File: config.mk
export PLATFORM = sky130hd
export DESIGN_NAME = mem_port_arbiter
export DESIGN_NICKNAME = d
export VERILOG_FILES = /design/src/rtl/mem_port_arbiter.sv
export SDC_FILE = /design/constraint.sdc
export NUM_CORES = 1
export LEC_CHECK = 0
export BUFFER_PORTS_ARGS = -buffer_cell sky130_fd_sc_hd__buf_2
export CORE_AREA = 5 5 102 104
export CTS_BUF_LIST = sky130_fd_sc_hd__clkbuf_4 sky130_fd_sc_hd__clkbuf_8
export CTS_CLUSTER_SIZE = 24
export DETAILED_ROUTE_END_ITERATION = 7
export DIE_AREA = 0 0 107 109
export PLACE_DENSITY = 0.89
export SETUP_SLACK_MARGIN = 0.15
export SLEW_MARGIN = 20
export SYNTH_ARGS = -nofsm -noshare
export SYNTH_HDL_FRONTEND = slang
export SYNTH_SLANG_ARGS = --single-unit
File: constraint.sdc
create_clock -name clk_i -period 4.4 [get_ports clk_i]
set_input_delay 0.44 -clock clk_i [delete_from_list [all_inputs] [get_ports clk_i]]
set_output_delay 0.44 -clock clk_i [all_outputs]
set_load 0.01 [all_outputs]
File: src/rtl/mem_port_arbiter.sv
// mem_port_arbiter
// Shares one single-port unified memory between instruction fetch (IF) and
// the MEM stage. At most one access is granted per cycle; read data comes
// back one cycle after the grant and is returned to whoever owned the read.
// A bounded-wait counter forces a fetch grant after MAX_WAIT consecutive
// denied fetch cycles so a stream of data accesses cannot starve fetch.
//
// Ports
//   clk_i, rst_ni           clock (rising edge), synchronous active-low reset
//   if_req_i, if_addr_i     fetch request / address
//   if_grant_o              fetch granted this cycle
//   if_valid_o, if_rdata_o  instruction returned (data held until next valid)
//   d_req_i, d_we_i         data request, 1 = store / 0 = load
//   d_addr_i, d_wdata_i     data address / store data
//   d_grant_o               data access granted this cycle
//   d_valid_o, d_rdata_o    load data returned (data held until next valid)
//   mem_addr_o, mem_we_o, mem_wdata_o, mem_rdata_i   memory port
//   stall_if_o, stall_mem_o request pending but not granted
//   state_o                 debug: response tracker state (0 IDLE, 1 IF_PEND, 2 D_PEND)
//   wait_cnt_o              debug: consecutive denied fetch cycles
//
// Handshake: a requester raises req with addr/we/wdata; grant is combinational
// in the same cycle. An access completes at the rising edge ending its grant
// cycle. A requester whose stall is high must keep req/addr/we/wdata stable.
module mem_port_arbiter #(
  parameter int ADDR_W   = 32,
  parameter int DATA_W   = 32,
  parameter int MAX_WAIT = 4
) (
  input  logic              clk_i,
  input  logic              rst_ni,
  input  logic              if_req_i,
  input  logic [ADDR_W-1:0] if_addr_i,
  output logic              if_grant_o,
  output logic              if_valid_o,
  output logic [DATA_W-1:0] if_rdata_o,
  input  logic              d_req_i,
  input  logic              d_we_i,
  input  logic [ADDR_W-1:0] d_addr_i,
  input  logic [DATA_W-1:0] d_wdata_i,
  output logic              d_grant_o,
  output logic              d_valid_o,
  output logic [DATA_W-1:0] d_rdata_o,
  output logic [ADDR_W-1:0] mem_addr_o,
  output logic              mem_we_o,
  output logic [DATA_W-1:0] mem_wdata_o,
  input  logic [DATA_W-1:0] mem_rdata_i,
  output logic              stall_if_o,
  output logic              stall_mem_o,
  output logic [1:0]        state_o,
  output logic [3:0]        wait_cnt_o
);

  typedef enum logic [1:0] {
    ST_IDLE    = 2'd0,
    ST_IF_PEND = 2'd1,
    ST_D_PEND  = 2'd2
  } state_e;

  localparam logic [3:0] MAX_WAIT_C = 4'(MAX_WAIT);

  state_e            state_q, state_d;
  logic [3:0]        wait_cnt_q, wait_cnt_d;
  logic [DATA_W-1:0] if_rdata_q, d_rdata_q;
  logic              force_if, if_grant, d_grant;

  always_comb begin
    // Arbitration: data has priority unless fetch has waited MAX_WAIT cycles.
    force_if = if_req_i && (wait_cnt_q == MAX_WAIT_C);
    d_grant  = d_req_i && !force_if && rst_ni;
    if_grant = if_req_i && !d_grant && rst_ni;

    mem_addr_o  = '0;
    mem_we_o    = 1'b0;
    mem_wdata_o = '0;
    if (d_grant) begin
      mem_addr_o  = d_addr_i;
      mem_we_o    = d_we_i;
      mem_wdata_o = d_wdata_i;
    end else if (if_grant) begin
      mem_addr_o  = if_addr_i;
    end

    // Starvation counter: counts denied fetch cycles, saturating.
    wait_cnt_d = wait_cnt_q;
    if (!if_req_i || if_grant) begin
      wait_cnt_d = 4'd0;
    end else if (wait_cnt_q != MAX_WAIT_C) begin
      wait_cnt_d = wait_cnt_q + 4'd1;
    end

    // Owner of the read returning next cycle; re-evaluated every cycle so
    // back-to-back reads chain without an IDLE gap.
    state_d = ST_IDLE;
    if (if_grant) begin
      state_d = ST_IF_PEND;
    end else if (d_grant && !d_we_i) begin
      state_d = ST_D_PEND;
    end
  end

  always_ff @(posedge clk_i) begin
    if (!rst_ni) begin
      state_q    <= ST_IDLE;
      wait_cnt_q <= 4'd0;
      if_rdata_q <= '0;
      d_rdata_q  <= '0;
    end else begin
      state_q    <= state_d;
      wait_cnt_q <= wait_cnt_d;
      if (state_q == ST_IF_PEND) begin
        if_rdata_q <= mem_rdata_i;
      end
      if (state_q == ST_D_PEND) begin
        d_rdata_q <= mem_rdata_i;
      end
    end
  end

  assign if_grant_o  = if_grant;
  assign d_grant_o   = d_grant;
  assign if_valid_o  = (state_q == ST_IF_PEND);
  assign d_valid_o   = (state_q == ST_D_PEND);
  // Memory data is forwarded in the valid cycle and captured for holding.
  assign if_rdata_o  = (state_q == ST_IF_PEND) ? mem_rdata_i : if_rdata_q;
  assign d_rdata_o   = (state_q == ST_D_PEND) ? mem_rdata_i : d_rdata_q;
  assign stall_if_o  = if_req_i && !if_grant;
  assign stall_mem_o = d_req_i && !d_grant;
  assign state_o     = state_q;
  assign wait_cnt_o  = wait_cnt_q;

endmodule

==> summary.txt <==
Run status
  – Outcome: completed

Worst setup path
  – R2R depth: 4
  – Critical path class: reg -> out
  – CP Capture Type: primary output
  – CP arrival: 2310 ps
  – Crit path max fanout: 22
  – Reg2reg setup slack: 2300 ps
  – R2R Path Start: state_o[0]
  – Reg2reg end: if_rdata_q[11]
  – Worst path required time: 3960 ps
  – Startpoint types: register

STA
  – Slew Limit Fails: 0
  – RSZ-0062 raised after global routing: false
  – Crit path time final: 2750 ps
  – Endpoints failing setup: 0
  – Fin crit share: 62.49%
  – Fmax: 363.7 MHz
  – Slew margin rel.: 39.03%
  – Clock skew: 8.283 ps
  – Final Hold Viols: 0
  – Post-Route Setup TNS: 0 ps
  – Worst-Margin Slew: 914.6 ps

Global routing
  – Number of global-route vias before repair: 3433
  – Total gr overflow: 0
  – First-pass GRT wire length: 18460 microns
  – Initial antenna violation count: 5
  – Total GRT Usage: 20.73%
  – Largest net degree at the start of global routing: 69

Logic synthesis
  – Post-synthesis cell type count: 22
  – Mapped Cells: 314
  – Most frequent cell after synthesis: and2_1
  – Synth Area per Inst: 11.36 sq um
  – Top post-synthesis cells by count: and2_1 (97), dfxtp_1 (70), mux2_4 (58)
  – Number of synthesized flops with an enable pin: 0
  – Async SR Flop Fraction: 0%
  – Syn_nets: 449
  – Seq cells post-synth: 70
  – Ranking of synthesized cells by area: dfxtp_1 (39%), mux2_4 (24%), and2_1 (17%)
  – Mapped Area: 0.003567 sq mm
  – Synth Flop Type: dfxtp_1
  – Synth warnings: 0
  – Top cell type's share of synthesized area: 39.28%
  – Register area share after synthesis: 39.28%
  – Leading area contributor after synthesis: dfxtp_1

CTS
  – CTS Buf Count: 9
  – CTS tree: done
  – CTS Root Cell: clkbuf_8
  – Worst skew pair latency: 340 ps
  – Total clock sinks: 70
  – Post-CTS sizing: 0
  – Post-CTS Setup Bufs: 0
  – Clock transition at the registers of the reported paths: 70 ps
  – CTS Hold Buffers Added: 0
  – CTS max path bufs: 2
  – H-tree depth: 3

Routing
  – Avg WL per Cell: 17.98 microns
  – Vias: 3337
  – Vias/cell: 4.788
  – Residual DRC: 0
  – Initial DRC Count: 215
  – Total wire length: 12530 microns
  – DRT Pass-1 Iters: 5
  – Antenna-violating nets left: 0

Pwr
  – PwrDens: 289.9 mW/mm^2
  – Static Leak: 2.928 nW
  – Max VDD drop: 96.64 uV
  – Sw Share: 25.35%
  – Switch Pwr: 0.3786 mW
  – Flop pwr share: 44.2%
  – Clock power frac: 34.9%
  – Logic gate share of total power: 20.8%
  – Internal Pwr Total: 1.115 mW

Cells and area
  – Reg area: 0.001401 sq mm
  – Layout cell share with drive strength beyond 1: 62.03%
  – Final #Nets: 712
  – Finished Layout Cells: 697
  – Fill count: 805
  – Area of the multi-input gates: 0.001986 sq mm
  – Area Overhead vs Synth: 44.41%

Place
  – Placer Congestion: 0.9459
  – Count of input and output buffers: 273
  – DP Cell Count: 680
  – DP Wirelength: 10520 microns

Hold path
  – Worst min-delay path category: in -> reg
  – Hold Path Stages: 2
  – Worst hold path startpoint: d_we_i
  – Min-Delay Endpoint: state_o[1]

Floorplanning
  – Die width: 107 microns
  – Die height: 109 microns
  – Ports: 274
  – Starting density of the core: 37.71%
  – Die area: 0.01166 sq mm
  – Num rows: 36
  – Core box area: 0.009459 sq mm

Job
  – # Max-Cap Violations: 0
registers in the layout, summed over array words and instances, names as in the netlist:
name,cells
if_rdata_q,32
d_rdata_q,32
state_o,2
wait_cnt_o,4
through the flow:
stage	util [%]	hold WS [ps]	setup WS (ps)	area, sq um	total power, mW
after floorplan	-	480.3	2482	3567	0.8421
after global placement	52.28	449.1	1765	4945	0.9808
after detailed placement	52.28	473.6	1716	4945	0.9887
after CTS	54.43	264.7	1639	5149	1.511
after global routing	54.43	270.1	1504	5149	1.563
final	54.46	285.6	1650	5151	1.493
power groups by stage:
stage | sequential (mW) | clock, mW | combinational, mW
after floorplan | 0.673 | 0 | 0.169
after global placement | 0.674 | 0 | 0.307
after detailed placement | 0.675 | 0 | 0.313
after CTS | 0.661 | 0.536 | 0.314
after global routing | 0.663 | 0.565 | 0.335
final | 0.661 | 0.521 | 0.311
kinds of logic after synthesis:
kind of cell,Yosys count,synth area share [%]
AO/OA/AOI/OAI,35,8.523
XOR/XNOR,1,0.2456
buffers and inverters,30,5.332
multiplexers,65,26.59
adder cells (fa/ha/maj),2,0.7014
flip-flops,70,39.28
AND/OR/NAND/NOR,111,19.33
metal layers:
layer  up-vias  wire [microns]  share of wire, %  global-route usage [%]
met3        28            1197               9.6                   8.111
met2       173            6463                52                   37.37
met1      1535            4609                37                   22.51
met5         -              62              0.49                       0
met4        10             196               1.6                   6.210
li1       1591               -                 -                       -
cells in the final DEF (no fill, tap or decap), drive strengths merged, types with 2 or more instances in the layout:
cell,n
clkinv,2
nor2,6
ha,2
dfxtp,70
buf,277
and2,97
nor2b,3
clkbuf,13
a22o,32
a21oi,2
inv,5
mux2,64
worst max path at each step:
stage / startpoint / endpoint / depth (start not counted) / slack [ps]
after floorplan: wait_cnt_o[0] / mem_wdata_o[10] / 6 / 2480
after global placement: rst_ni / mem_addr_o[1] / 5 / 1760
after detailed placement: rst_ni / mem_addr_o[1] / 5 / 1720
after CTS: state_o[0] / d_rdata_o[2] / 4 / 1640
after global routing: state_o[0] / d_rdata_o[2] / 4 / 1500
final: state_o[0] / if_rdata_o[9] / 4 / 1650
cell type report:
type	count	area share, %
multi-input cells	214	38.55
diodes	1	0.04858
repair buffers	277	27.11
inverters	5	0.3643
well taps	114	2.769
flip-flops and latches	70	27.20
clock inverters	3	0.8501
clock buffers	13	3.109
worst max-delay path: stages, from the launching register on:
cell and delay, ps:
dfxtp_1 370, nor2b_4 710, buf_4 400, mux2_4 340, buf_2 140
No activity file was read; power rests on OpenSTA's default activity.
